--- src/rtl/param_queue_pkg.sv ---
// Shared definitions for the param_queue family: default widths and pointer-compare helpers.
package param_queue_pkg;

  localparam int unsigned DefDataW = 8;
  localparam int unsigned DefAddrW = 4;

  typedef enum logic [1:0] {
    PtrPartial,
    PtrEmpty,
    PtrFull
  } ptr_rel_e;

  // Wrap-bit pointer relation: equal low bits with equal MSB is empty, differing MSB is full.
  function automatic ptr_rel_e ptr_rel(input logic low_eq, input logic wrap_eq);
    if (!low_eq) begin
      return PtrPartial;
    end
    return wrap_eq ? PtrEmpty : PtrFull;
  endfunction

endpackage

--- src/rtl/param_queue_ram.sv ---
// Queue storage: synchronous write port and a registered read-first read port.
module param_queue_ram #(
  parameter int unsigned DataW = 8,
  parameter int unsigned AddrW = 4
) (
  input  logic             clk_i,
  input  logic             rst_ni,
  input  logic             we_i,
  input  logic [AddrW-1:0] waddr_i,
  input  logic [DataW-1:0] wdata_i,
  input  logic             re_i,
  input  logic [AddrW-1:0] raddr_i,
  output logic [DataW-1:0] rdata_o
);

  localparam int unsigned Depth = 2 ** AddrW;

  logic [DataW-1:0] mem_q [Depth];
  logic [DataW-1:0] rdata_q;

  // Storage is deliberately not reset.
  always_ff @(posedge clk_i) begin
    if (we_i) begin
      mem_q[waddr_i] <= wdata_i;
    end
  end

  always_ff @(posedge clk_i) begin
    if (!rst_ni) begin
      rdata_q <= '0;
    end else if (re_i) begin
      rdata_q <= mem_q[raddr_i];
    end
  end

  assign rdata_o = rdata_q;

endmodule

--- src/rtl/param_queue.sv ---
// Parametrised synchronous FIFO with occupancy count, almost flags and read-valid strobe.
// Define QUEUE_ERR_FLAGS_EN to add sticky overflow_o / underflow_o outputs.
module param_queue
  import param_queue_pkg::*;
#(
  parameter int unsigned DATA_W    = DefDataW,
  parameter int unsigned ADDR_W    = DefAddrW,
  parameter int unsigned AFULL_TH  = 14,
  parameter int unsigned AEMPTY_TH = 2
) (
  input  logic              Clk_i,
  input  logic              Rst_i,
  input  logic              Wr_en_i,
  input  logic [DATA_W-1:0] data_i,
  input  logic              Rd_en_i,
  output logic [DATA_W-1:0] data_o,
  output logic              Rd_valid_o,
  output logic [ADDR_W:0]   count_o,
  output logic              empty_o,
  output logic              full_o,
  output logic              almost_empty_o,
`ifdef QUEUE_ERR_FLAGS_EN
  output logic              overflow_o,
  output logic              underflow_o,
`endif
  output logic              almost_full_o
);

  localparam logic [ADDR_W:0] AfullTh  = AFULL_TH[ADDR_W:0];
  localparam logic [ADDR_W:0] AemptyTh = AEMPTY_TH[ADDR_W:0];

  logic [ADDR_W:0] wr_ptr_q, wr_ptr_d;
  logic [ADDR_W:0] rd_ptr_q, rd_ptr_d;
  logic [ADDR_W:0] count_q, count_d;
  logic            empty_q, full_q, aempty_q, afull_q, rd_valid_q;
  logic            push, pop, ram_we;
  ptr_rel_e        rel;

  always_comb begin
    push     = Wr_en_i && !full_q;
    pop      = Rd_en_i && !empty_q;
    ram_we   = push && Rst_i;
    wr_ptr_d = wr_ptr_q + {{ADDR_W{1'b0}}, push};
    rd_ptr_d = rd_ptr_q + {{ADDR_W{1'b0}}, pop};
    count_d  = wr_ptr_d - rd_ptr_d;
    rel      = ptr_rel(wr_ptr_d[ADDR_W-1:0] == rd_ptr_d[ADDR_W-1:0],
                       wr_ptr_d[ADDR_W] == rd_ptr_d[ADDR_W]);
  end

  always_ff @(posedge Clk_i) begin
    if (!Rst_i) begin
      wr_ptr_q   <= '0;
      rd_ptr_q   <= '0;
      count_q    <= '0;
      empty_q    <= 1'b1;
      full_q     <= 1'b0;
      aempty_q   <= 1'b1;
      afull_q    <= 1'b0;
      rd_valid_q <= 1'b0;
    end else begin
      wr_ptr_q   <= wr_ptr_d;
      rd_ptr_q   <= rd_ptr_d;
      count_q    <= count_d;
      empty_q    <= (rel == PtrEmpty);
      full_q     <= (rel == PtrFull);
      aempty_q   <= (count_d <= AemptyTh);
      afull_q    <= (count_d >= AfullTh);
      rd_valid_q <= pop;
    end
  end

`ifdef QUEUE_ERR_FLAGS_EN
  logic overflow_q, underflow_q;

  always_ff @(posedge Clk_i) begin
    if (!Rst_i) begin
      overflow_q  <= 1'b0;
      underflow_q <= 1'b0;
    end else begin
      overflow_q  <= overflow_q || (Wr_en_i && full_q);
      underflow_q <= underflow_q || (Rd_en_i && empty_q);
    end
  end

  assign overflow_o  = overflow_q;
  assign underflow_o = underflow_q;
`endif

  param_queue_ram #(
    .DataW (DATA_W),
    .AddrW (ADDR_W)
  ) u_ram (
    .clk_i   (Clk_i),
    .rst_ni  (Rst_i),
    .we_i    (ram_we),
    .waddr_i (wr_ptr_q[ADDR_W-1:0]),
    .wdata_i (data_i),
    .re_i    (pop),
    .raddr_i (rd_ptr_q[ADDR_W-1:0]),
    .rdata_o (data_o)
  );

  assign Rd_valid_o     = rd_valid_q;
  assign count_o        = count_q;
  assign empty_o        = empty_q;
  assign full_o         = full_q;
  assign almost_empty_o = aempty_q;
  assign almost_full_o  = afull_q;

endmodule

--- config.mk ---
export PLATFORM = sky130hd
export DESIGN_NAME = param_queue
export DESIGN_NICKNAME = d
export VERILOG_FILES = /design/src/rtl/param_queue_pkg.sv /design/src/rtl/param_queue_ram.sv /design/src/rtl/param_queue.sv
export SDC_FILE = /design/constraint.sdc
export NUM_CORES = 1
export LEC_CHECK = 0
export ABC_CLOCK_PERIOD_IN_PS = 6600
export CAP_MARGIN = 20
export CORE_MARGIN = 4
export CORE_UTILIZATION = 60
export CTS_BUF_LIST = sky130_fd_sc_hd__clkbuf_4 sky130_fd_sc_hd__clkbuf_8 sky130_fd_sc_hd__clkbuf_16
export DETAILED_ROUTE_END_ITERATION = 8
export PLACE_DENSITY_LB_ADDON = 0.3
export SLEW_MARGIN = 20
export SYNTH_ARGS = -nofsm -noshare
export SYNTH_HDL_FRONTEND = slang
export SYNTH_SLANG_ARGS = --single-unit
--- constraint.sdc ---
create_clock -name Clk_i -period 6.6 [get_ports Clk_i]
set_input_delay 1.32 -clock Clk_i [delete_from_list [all_inputs] [get_ports Clk_i]]
set_output_delay 1.32 -clock Clk_i [all_outputs]
set_load 0.02 [all_outputs]
### Yosys cells after proc, flatten, opt, wreduce, memory -nomap -nowiden

Memories as Yosys holds them, arrays and structs flattened. A register that Yosys moved wholly into a read port is not among the register bits.
Index checks and enable logic that the tools add are counted.

| operators by class | value |
|---|---|
| add/subtract/negate cells | 3 |
| order comparisons | 2 |
| equal/unequal tests | 4 |
| multiplexer cells | 4 |
| reduce and logical (&&, ||, !) cells | 6 |

Operators with widths:

| kind | count |
|---|---|
| 5-bit by 1-bit adder with 5-bit output | 2 |
| 5-bit by 4-bit >= comparator with 1-bit output, second input constant | 1 |
| 5-bit by 2-bit less-or-equal comparator with 1-bit output, second input constant | 1 |
| 5-bit subtractor | 1 |
| 4-bit == test | 1 |
| 2-bit 2-to-1 mux | 2 |
| 1-bit logical AND | 3 |
| 1-bit zero test | 3 |
| 2-bit by 1-bit == test with 1-bit output, second input constant | 1 |
| 2-bit == test, second input constant | 1 |
| 1-bit 2-to-1 mux | 2 |
| 1-bit == test | 1 |

| storage, ports and cells | value |
|---|---|
| flip-flop bits (word level) | 20 |
| RAM bits | 128 |
| input bits | 12 |
| word-level logic and storage cells | 28 |
| memories | 1 |

Memories:

| name | words | bits a word | rd ports | clocked after Yosys merged registers in | write ports | line | text |
|---|---|---|---|---|---|---|---|
| u_ram.mem_q | 16 | 8 | 1 | 1 | 1 | param_queue_ram.sv:18 | `logic [DataW-1:0] mem_q [Depth];` |

### Logic depth before layout (Yosys ltp)

| depth | value |
|---|---|
| depth after elaboration | 7 |
| gate-level depth with buffers | 13 |

### Cells and area by module

A second synthesis with hierarchy kept.

| unflattened totals | value |
|---|---|
| cells, all modules | 425 |
| area, all modules | 6,382.4 um2 |

Modules (own cells, without submodules):

| module | instances | cells an instance | area an instance (um2) | sequential area each (um2) |
|---|---|---|---|---|
| param_queue_ram | 1 | 318 | 5,351.4 | 4,003.8 |
| param_queue | 1 | 107 | 1,031.0 | 400.4 |

### Worst setup path after synthesis

OpenSTA, ideal clock, no wires.

| timing path | value |
|---|---|
| path kind | input to register |
| start point | input port Rd_en_i |
| end point | register aempty_q (netlist: almost_empty_o) |
| data arrival time | 3.713 ns |
| slack | 2.802 ns |
| stages | 13 |
| path buffers | 2 |
| cells stage by stage | nand2b_1 > clkbuf_1 > clkbuf_1 > inv_2 > ha_1 > ha_1 > xnor2_2 > ha_1 > a21oi_1 > o21ai_2 > xnor2_1 > a22oi_1 > o31ai_2 |

| between the ends | value |
|---|---|
| cells in the longest elaborated chain, start to end | 4 |

Ends and longest elaborated chain:

| what | line | text |
|---|---|---|
| start, declared | param_queue.sv:15 | `input logic Rd_en_i,` |
| 1-bit logical AND | param_queue.sv:41 | `pop = Rd_en_i && !empty_q;` |
| net pop | param_queue.sv:36 | `logic push, pop, ram_we;` |
| 5-bit by 1-bit adder with 5-bit output | param_queue.sv:44 | `rd_ptr_d = rd_ptr_q + {{ADDR_W{1'b0}}, pop};` |
| 5-bit subtractor | param_queue.sv:45 | `count_d = wr_ptr_d - rd_ptr_d;` |
| 5-bit by 2-bit less-or-equal comparator with 1-bit output | param_queue.sv:66 | `aempty_q <= (count_d <= AemptyTh);` |
| end signal, assigned | param_queue.sv:66 |  |
| end, declared | param_queue.sv:35 | `logic empty_q, full_q, aempty_q, afull_q, rd_valid_q;` |

The timed path passes the listed nets, and every way through them passes these cells.
A chain may end at the register's enable or synchronous reset.

### Worst setup path in the final report

Same ends and word-level chain as after synthesis.

==> reports/results.tsv <==
metric	value	unit
status	finished clean	
Skew-Pair Late Insertion Delay	0.52	ns
Non-Filler Instances	524	
I/O pin total	30	
drt pass-1 iters	5	
Worst Path Required	7.04	ns
routed vias	3240	
critical path class	in2reg	
RSZ-0062 raised after global routing	false	
Fillers	576	
layout cells sized above 1	0.2148	
vias in the first global route	3156	
WHS	0.4884	ns
buffers plus inverters on the worst setup path	2	
Worst setup SP type	primary input	
WL final	12000	µm
Root Buffer	clkbuf_8	
die width	109.1	µm
Core Region	9864	µm²
Post-Route Setup TNS	0	ns
Final Hold Fails	0	
Synth Register Bits	156	
vias per cell	6.183	
LEAKAGE	0.002335	µW
Tmin final	3.843	ns
largest net degree at the start of global routing	35	
Primary FF master, synth	edfxtp_1	
period utilization	0.5823	
critical path, cell by cell	clkdlybuf4s50_1 > nand2b_1 > inv_2 > ha_1 > ha_1 > xnor2_2 > ha_1 > a21oi_1 > o21ai_2 > xnor2_1 > a22oi_1 > o31ai_2	
endpoints failing setup	0	
Nets	399	
total die area	11910	µm²
post-synthesis net count	363	
Max Slew Vio Count	0	
Register Area	4405	µm²
hold crit path type	reg2reg	
first-pass GRT wire length	18440	µm
Power Dens Cells	321.3	nW/µm²
Die H	109.1	µm
Num CTS Buffers	17	
CP arrival	4.28	ns
Top Usage Layer GRT	met2	
register area share after synthesis	0.7179	
Final HPWL DP	7411	µm
post-synthesis async set-or-reset flop share	0	
Critical Path Fanout Max	18	
placed cell count	492	
Setup Skew	0.009500	ns
Max-Cap Viols	0	
Worst path max stage delay	0.48	ns
met2 Resource Use GR	0.3469	
synth warn	0	
Row Count	36	
M1 GR Usage	0.3116	
Post-Synthesis Cells	342	
GRT Total Usage	0.2239	
postcts setup bufs	0	
initial antenna violation count	0	
synthesized area per cell	17.94	µm²
Relative slew margins	0.3658	
Inserted Diodes	0	
worst slew pin tran	0.9478	ns
Starting DRT DRC Count	300	
final instance area	7119	µm²
maximum clock path buffer count	2	
Post-CTS Hold Fix Bufs	0	
Yosys cell types	38	
CTS tree	built	
Area contributors post-synth	edfxtp_1, mux4_2, dfxtp_1	
Synth area leader	edfxtp_1	
GP Congestion	0.8198	
worst vdd ir	0.1876	mV
port bufs	29	
average wire per cell in the routed design	22.90	µm
Antenna Violating Nets Remaining	0	
delay-heaviest family, CP	adder cells	
Top cell by count, worst path	ha_1	
drt drc	0	
H-tree levels	4	
CP endpoint kind	register	
most frequent cells in the layout	edfxtp_1, nor2_1, mux4_2	
top cell type's share of synthesized area	0.6266	
clk sinks	156	
global route overflow	0	
synthesized cell area	6135	µm²
post-cts sizing count	0	
Post-DP Area	6545	µm²
CP max-delay cell	nand2b_1	
commonest non-fill, non-tap cell in the layout	edfxtp_1	
Starting Density	0.6219	
CTS clock-pin slew for the worst setup and hold paths	0.06	ns
Post-synth EDFFs	128	
Peak Freq	0.2602	GHz
area of the multi-input gates	1612	µm²
met3 Use GR	0.05033	
Area Overhead vs Synth	16.05	%
-- final timing paths --
path | to | depth (start not counted) | slack, ns | from
worst max register to register | almost_empty_o | 11 | 3.58 | empty_o
worst min-delay path | u_ram.rdata_o[4] | 2 | 0.49 | u_ram.rdata_o[4]
worst max-delay path | almost_empty_o | 12 | 2.76 | Rd_en_i
worst min register to register | u_ram.rdata_o[4] | 2 | 0.49 | u_ram.rdata_o[4]
-- metal layers --
layer,part of all wire,vias to the layer above
met2,0.49,177
met5,0,-
met3,0.088,23
li1,-,1405
met4,0.022,0
met1,0.40,1635
-- kinds of logic (layout without fill, tap and decap cells) --
family / Yosys count / in the layout / synth area share
buffers and inverters: 25 / 74 / 0.01938
XOR/XNOR: 13 / 13 / 0.03080
flip-flops: 156 / 156 / 0.7179
AO/OA/AOI/OAI: 39 / 39 / 0.04263
multiplexers: 32 / 32 / 0.1175
AND/OR/NAND/NOR: 68 / 68 / 0.05222
adder cells (fa/ha/maj): 9 / 9 / 0.01958
-- cell usage after synthesis (5+ instances only) --
cell	count
mux4_2	32
dfxtp_1	28
a22oi_1	17
a21oi_1	17
clkbuf_1	9
nor3_1	5
inv_1	6
nor2_1	36
xnor2_1	5
nand2_1	7
and2_1	5
edfxtp_1	128
ha_1	8
-- metrics by stage --
step,power (µW),setup slack (ns),utilization
2_1_floorplan,1290,2.802,-
3_3_place_gp,1363,2.451,0.6635
3_5_place_dp,1371,2.336,0.6635
4_1_cts,2298,2.822,0.7217
5_1_grt,2365,2.596,0.7217
6_report,2287,2.757,0.7217
-- flip-flops by register name (all words and copies together), names as in the netlist --
name,cells
u_ram.mem_q,128
u_ram.rdata_o,8
count_o,5
rd_ptr_q,5
wr_ptr_q,5
Rd_valid_o,1
almost_empty_o,1
almost_full_o,1
empty_o,1
full_o,1
-- where the power goes --
group,internal (µW),leakage (µW),switching (µW)
Clock,545,0.000276,392
Sequential,1090,0.00138,10.3
Combinational,119,0.000677,132
Total,1750,0.00234,535
-- worst reg2reg max path, delay by kind of cell, from the launching register on --
family	cells	cell delay, ns
and+or+nand+nor	1	0.53
AOI/OAI and AO/OA	4	0.64
buffers and inverters	1	0.07
xor gates and xnor gates	2	0.58
adders and majority gates	3	0.80
DFF	1	0.32
-- cell type report --
type | count | share of cell area
Inverter | 7 | 0.003691
Multi-Input combinational cell | 161 | 0.2264
Clock inverter | 15 | 0.02250
Tap cell | 133 | 0.02337
Clock buffer | 17 | 0.05817
Sequential cell | 156 | 0.6188
Timing Repair Buffer | 35 | 0.04710
Power figures use the tool's default switching activity.
